`src/rtl/dm_port_if.sv`:
```
// Data-memory port bus: program-sequencer/DAG request side and read/status return side.
interface dm_port_if;
  logic        ps_dm_en;
  logic        ps_dm_wrt_en;
  logic [15:0] dg_dm_add;
  logic [15:0] bc_dt;
  logic [15:0] dm_bc_dt;
  logic        dm_ps_rd_vld;
  logic        dm_ps_busy;
  logic        dm_ps_aerr;

  modport master (
    output ps_dm_en,
    output ps_dm_wrt_en,
    output dg_dm_add,
    output bc_dt,
    input  dm_bc_dt,
    input  dm_ps_rd_vld,
    input  dm_ps_busy,
    input  dm_ps_aerr
  );

  modport slave (
    input  ps_dm_en,
    input  ps_dm_wrt_en,
    input  dg_dm_add,
    input  bc_dt,
    output dm_bc_dt,
    output dm_ps_rd_vld,
    output dm_ps_busy,
    output dm_ps_aerr
  );
endinterface

```
`src/rtl/dm_port.sv`:
```
// Data-memory port: synchronous word array, one-entry posted write buffer with read forwarding,
// post-reset clear sequencer. Define DM_BOUNDS_EN to flag and suppress out-of-range accesses.
module dm_port #(
  parameter int unsigned ADDR_W = 8
) (
  input logic       clk,
  input logic       rst,
  dm_port_if.slave  bus
);

  localparam int unsigned Depth = 1 << ADDR_W;

  typedef enum logic {StClear, StRun} state_e;

  state_e              state_q;
  logic [ADDR_W-1:0]   clr_cnt_q;
  logic                wb_valid_q;
  logic [ADDR_W-1:0]   wb_add_q;
  logic [15:0]         wb_dt_q;
  logic [15:0]         dt_q;
  logic                rd_vld_q;
  logic                busy_q;
  logic                aerr_q;

  logic [15:0]         mem [Depth];
  logic [ADDR_W-1:0]   idx;
  logic                fwd;
  logic                oob;
  logic                mem_we;
  logic [ADDR_W-1:0]   mem_wa;
  logic [15:0]         mem_wd;

  assign idx = bus.dg_dm_add[ADDR_W-1:0];
  assign fwd = wb_valid_q && (wb_add_q == idx);

`ifdef DM_BOUNDS_EN
  if (ADDR_W < 16) begin : g_bounds
    assign oob = |bus.dg_dm_add[15:ADDR_W];
  end else begin : g_no_bounds
    assign oob = 1'b0;
  end
`else
  // Upper address bits alias onto the array.
  assign oob = 1'b0;
  if (ADDR_W < 16) begin : g_alias
    logic unused_hi;
    assign unused_hi = ^bus.dg_dm_add[15:ADDR_W];
  end
`endif

  // Single write port: the buffer is always empty during the clear, so the sources never collide.
  always_comb begin
    mem_we = 1'b0;
    mem_wa = wb_add_q;
    mem_wd = wb_dt_q;
    if (state_q == StClear) begin
      mem_we = 1'b1;
      mem_wa = clr_cnt_q;
      mem_wd = '0;
    end else if (wb_valid_q) begin
      mem_we = 1'b1;
    end
  end

  always_ff @(posedge clk) begin
    if (mem_we) begin
      mem[mem_wa] <= mem_wd;
    end
  end

  always_ff @(posedge clk or posedge rst) begin
    if (rst) begin
      state_q    <= StClear;
      clr_cnt_q  <= '0;
      wb_valid_q <= 1'b0;
      wb_add_q   <= '0;
      wb_dt_q    <= '0;
      dt_q       <= '0;
      rd_vld_q   <= 1'b0;
      busy_q     <= 1'b1;
      aerr_q     <= 1'b0;
    end else begin
      rd_vld_q <= 1'b0;
      aerr_q   <= 1'b0;
      case (state_q)
        StClear: begin
          clr_cnt_q <= clr_cnt_q + ADDR_W'(1);
          if (clr_cnt_q == {ADDR_W{1'b1}}) begin
            state_q <= StRun;
            busy_q  <= 1'b0;
          end
        end
        StRun: begin
          // Drain happens via the write port; a new capture below re-arms the buffer.
          wb_valid_q <= 1'b0;
          if (bus.ps_dm_en) begin
            if (oob) begin
              aerr_q <= 1'b1;
              if (!bus.ps_dm_wrt_en) begin
                dt_q     <= '0;
                rd_vld_q <= 1'b1;
              end
            end else if (bus.ps_dm_wrt_en) begin
              wb_valid_q <= 1'b1;
              wb_add_q   <= idx;
              wb_dt_q    <= bus.bc_dt;
            end else begin
              dt_q     <= fwd ? wb_dt_q : mem[idx];
              rd_vld_q <= 1'b1;
            end
          end
        end
      endcase
    end
  end

  assign bus.dm_bc_dt     = dt_q;
  assign bus.dm_ps_rd_vld = rd_vld_q;
  assign bus.dm_ps_busy   = busy_q;
  assign bus.dm_ps_aerr   = aerr_q;

endmodule

```
`src/flat_wrapper.sv`:
```
// flat-port wrapper written by rule: the top's interface ports become plain ports
module dm_port_flat 
#(
  parameter int unsigned ADDR_W = 8
)
  (clk, rst, bus_ps_dm_en, bus_ps_dm_wrt_en, bus_dg_dm_add, bus_bc_dt, bus_dm_bc_dt, bus_dm_ps_rd_vld, bus_dm_ps_busy, bus_dm_ps_aerr);
  dm_port_if bus_i ();
  input logic clk;
  input logic rst;
  input wire logic [$bits(bus_i.ps_dm_en)-1:0] bus_ps_dm_en;
  input wire logic [$bits(bus_i.ps_dm_wrt_en)-1:0] bus_ps_dm_wrt_en;
  input wire logic [$bits(bus_i.dg_dm_add)-1:0] bus_dg_dm_add;
  input wire logic [$bits(bus_i.bc_dt)-1:0] bus_bc_dt;
  output wire logic [$bits(bus_i.dm_bc_dt)-1:0] bus_dm_bc_dt;
  output wire logic [$bits(bus_i.dm_ps_rd_vld)-1:0] bus_dm_ps_rd_vld;
  output wire logic [$bits(bus_i.dm_ps_busy)-1:0] bus_dm_ps_busy;
  output wire logic [$bits(bus_i.dm_ps_aerr)-1:0] bus_dm_ps_aerr;
  assign bus_i.ps_dm_en = bus_ps_dm_en;
  assign bus_i.ps_dm_wrt_en = bus_ps_dm_wrt_en;
  assign bus_i.dg_dm_add = bus_dg_dm_add;
  assign bus_i.bc_dt = bus_bc_dt;
  assign bus_dm_bc_dt = bus_i.dm_bc_dt;
  assign bus_dm_ps_rd_vld = bus_i.dm_ps_rd_vld;
  assign bus_dm_ps_busy = bus_i.dm_ps_busy;
  assign bus_dm_ps_aerr = bus_i.dm_ps_aerr;
  dm_port #(.ADDR_W(ADDR_W)) u_core (.clk(clk), .rst(rst), .bus(bus_i));
endmodule
```
`config.mk`:
```
export PLATFORM = sky130hd
export DESIGN_NAME = dm_port_flat
export DESIGN_NICKNAME = d
export VERILOG_FILES = /design/src/rtl/dm_port_if.sv /design/src/rtl/dm_port.sv /design/src/flat_wrapper.sv
export SDC_FILE = /design/constraint.sdc
export NUM_CORES = 2
export LEC_CHECK = 0
export CORE_ASPECT_RATIO = 1.2
export CORE_MARGIN = 2
export CORE_UTILIZATION = 50
export CTS_CLUSTER_DIAMETER = 150
export DETAILED_ROUTE_END_ITERATION = 10
export PLACE_DENSITY = 0.75
export SLEW_MARGIN = 20
export SYNTH_ARGS = -nofsm -noshare
export SYNTH_HDL_FRONTEND = slang
export SYNTH_SLANG_ARGS = --single-unit
```
`constraint.sdc`:
```
create_clock -name clk -period 12.96 [get_ports clk]
set_input_delay 2.592 -clock clk [delete_from_list [all_inputs] [get_ports clk]]
set_output_delay 2.592 -clock clk [all_outputs]
set_load 0.005 [all_outputs]
```
==> metrics.txt <==
status=finished, final reports clean; num rows=227; fmax=roughly 0.15 GHz; PD cells=146 nW/um^2; HPWL after detailed placement=232,000 microns; Sw Share=0.199; Root Driver=clkbuf_16; M3 GR Usage=0.0493; CTS H-Tree Depth=5; Finished Layout Cells=12,600; fin crit period=~6.8 ns; placer congestion estimate=~0.9; Total Routing Usage GR=0.244; net switching power=between 5 and 6 mW; Hold/Removal Path Class=flop to flop; Crit Path Class=primary input to flop; Req. time, crit path=13.77 ns; via count=80,300; #FFs+latches synth=4,148; sequential area share after synthesis=0.775; Final ANT Viol Nets=0; initial antenna violation count=18; Setup crit end kind=flop; ys flop type=edfxtp_1; Buf/Inv on CP=3; Crit Path Max Fanout=~140; Critical Path AT=7.60 ns; Crit path largest cell delay=0.82 ns; Worst VDD drop=0.128 mV; met2 global-route usage=0.404; Congestion Overflow GR=0; Die ar.=325,000 sq um; final wirelength=403,000 microns; post-synth top area share=0.767; synth top area cells=edfxtp_1, mux4_2, mux2i_1; Nets=between 8,000 and 9,000; setup TNS=0 ns; commonest non-fill, non-tap cell in the layout=edfxtp_1; first-pass GRT wire length=around 570,000 microns; synthesized instance count=around 7,600; internal cell power=20.9 mW; drt drc=0; CTS max path bufs=4; clock power share=0.423; WL per Instance=between 30 and 40 microns; total CTS buffers=387; area delta synth->final=11.7%; delay-heaviest family, CP=buffers and inverters; Top Usage Layer GRT=met2; Final Hold Slack=between 0.5 and 0.6 ns; clk sink count=4,148; vias in the first global route=80,500; RSZ-0062 raised after global routing=false; clock latency on the worst-skew pair=0.96 ns; Max-Cap Viols=0; Async S/R FF share, synth=0.0125; # resized after CTS=0; syn_nets=7,671; Slowest cell on crit path=buf_4; Port Buf Inserts=45; Reg clk slew, reported paths=0.07 ns; fin. max-slew vios=0; Die W=521 microns; number of flops mapped to enable cells by yosys=4,096; Die Height=624 microns; Slew @ Worst Pin=1.21 ns; Syn Area/Cell=~21 sq um; Netlist cell types=72; DR vias/cell=between 6 and 7; Setup Skew=~0.10 ns; most frequent cells in the layout=edfxtp_1, mux2i_1, mux4_2, clkbuf_16, buf_4; Static Leak=~48 nW; critical-path cell list=buf_8 -> buf_12 -> buf_4 -> mux2i_1 -> a22oi_1 -> nand4_1 -> nor2_1 -> o22a_1 -> nand4_1 -> o31ai_1; met1 usage=0.303; # setup viols final=0; TritonCTS clock tree=done; cts hold-fix bufs=0; synthesized cell area=160,000 sq um; Final Hold Fails=0; post-synth top area cell=edfxtp_1; core area=319,000 sq um; final worst-path cycle share=0.524; Yosys Warn Count=0; 1st-iter DRT viols=roughly 11,000; most used cell along the critical path=nand4_1; Tot Pwr=~26 mW; Worst setup SP type=primary input; pin count of the biggest net entering global routing=193; Logic pwr share=0.021; Reg power frac=0.555; fraction of layout instances using a drive strength above 1=0.213; DRT Pass-1 Iters=6; Starting Density=0.503; Post-CTS Setup Inserts=0; worst rel slew slack=0.193; I/O Pins=55; placed cells=roughly 12,000
## path summary, 6_finish.rpt
kind / from / endpoint / slack (ns) / cells after the start
setup / recovery: bus_dg_dm_add[2] / u_core.bus.dm_bc_dt[12]$_DFFE_PP0P_ / 6.17 / 10
hold / removal: u_core.wb_dt_q[11]$_DFFE_PP0P_ / u_core.wb_dt_q[11]$_DFFE_PP0P_ / 0.55 / 1
setup reg to reg: u_core.state_q$_DFF_PP0_ / u_core.mem[245][12]$_DFFE_PP_ / 8.41 / 5
hold reg to reg: u_core.wb_dt_q[11]$_DFFE_PP0P_ / u_core.wb_dt_q[11]$_DFFE_PP0P_ / 0.55 / 1
max in group asynchronous: rst / u_core.state_q$_DFF_PP0_ / 10.19 / 3
min in group asynchronous: rst / u_core.wb_dt_q[4]$_DFFE_PP0P_ / 2.17 / 3
## stage by stage
stage	util	setup WS [ns]	instance area, sq um
2_1_floorplan	-	7.62	160000
3_3_place_gp	0.523	5.29	167000
3_5_place_dp	0.523	5.25	167000
4_1_cts	0.561	6.23	179000
5_1_grt	0.562	6.18	179000
6_report	0.562	6.17	179000
## cell type report
class | count | area (sq um)
fillers | 22600 | 140000
flip-flops and latches | 4148 | 124000
multi-input cells | 3020 | 33400
clock buffers | 463 | 10100
well taps | 4236 | 5300
repair buffers | 439 | 3660
clock inverters | 236 | 2180
inverters | 15 | 57.6
diodes | 11 | 27.5
## Yosys cell counts, types with 33 or more instances
master	number
edfxtp_1	4096
mux2i_1	728
mux4_2	701
nor2_1	380
a22oi_1	336
o22ai_1	158
buf_2	157
clkbuf_1	154
nand2_1	94
nand4_1	86
buf_6	62
nand3_1	55
dfrtp_1	51
a21oi_1	48
nor3_1	45
o31ai_1	33
## state kept, by name, summed over array words and instances (netlist names)
| register | cells |
|---|---|
| u_core.bus.dm_ps_busy | 1 |
| u_core.bus.dm_bc_dt | 16 |
| u_core.mem | 4096 |
| u_core.bus.dm_ps_rd_vld | 1 |
| u_core.state_q | 1 |
| u_core.wb_add_q | 8 |
| u_core.wb_valid_q | 1 |
| u_core.clr_cnt_q | 8 |
| u_core.wb_dt_q | 16 |
## kinds of logic after synthesis
kind of cell    after synthesis  synth area share
flops                      4148             0.775
simple gates                777            0.0228
fa+ha+maj                     1         0.0000780
mux                        1467             0.147
xor+xnor                     14          0.000765
other cells                   1         0.0000234
buf+inv                     466            0.0187
compound gates              760            0.0349
## power by group through the flow
stage / combinational [mW] / sequential, mW / clock [mW]
detailed placement: 0.553 / 14.8 / 0
floorplan: 0.409 / 14.8 / 0
CTS: 0.555 / 14.5 / 11.2
finish: 0.560 / 14.5 / 11.1
global placement: 0.549 / 14.8 / 0
global route: 0.578 / 14.5 / 11.6
## layer usage
layer	up-vias	routed length, microns
li1	32600	-
met1	42000	140000
met2	4741	199000
met3	969	37600
met4	16	25200
met5	-	119
Note: power is estimated with default switching activity, not from simulation.
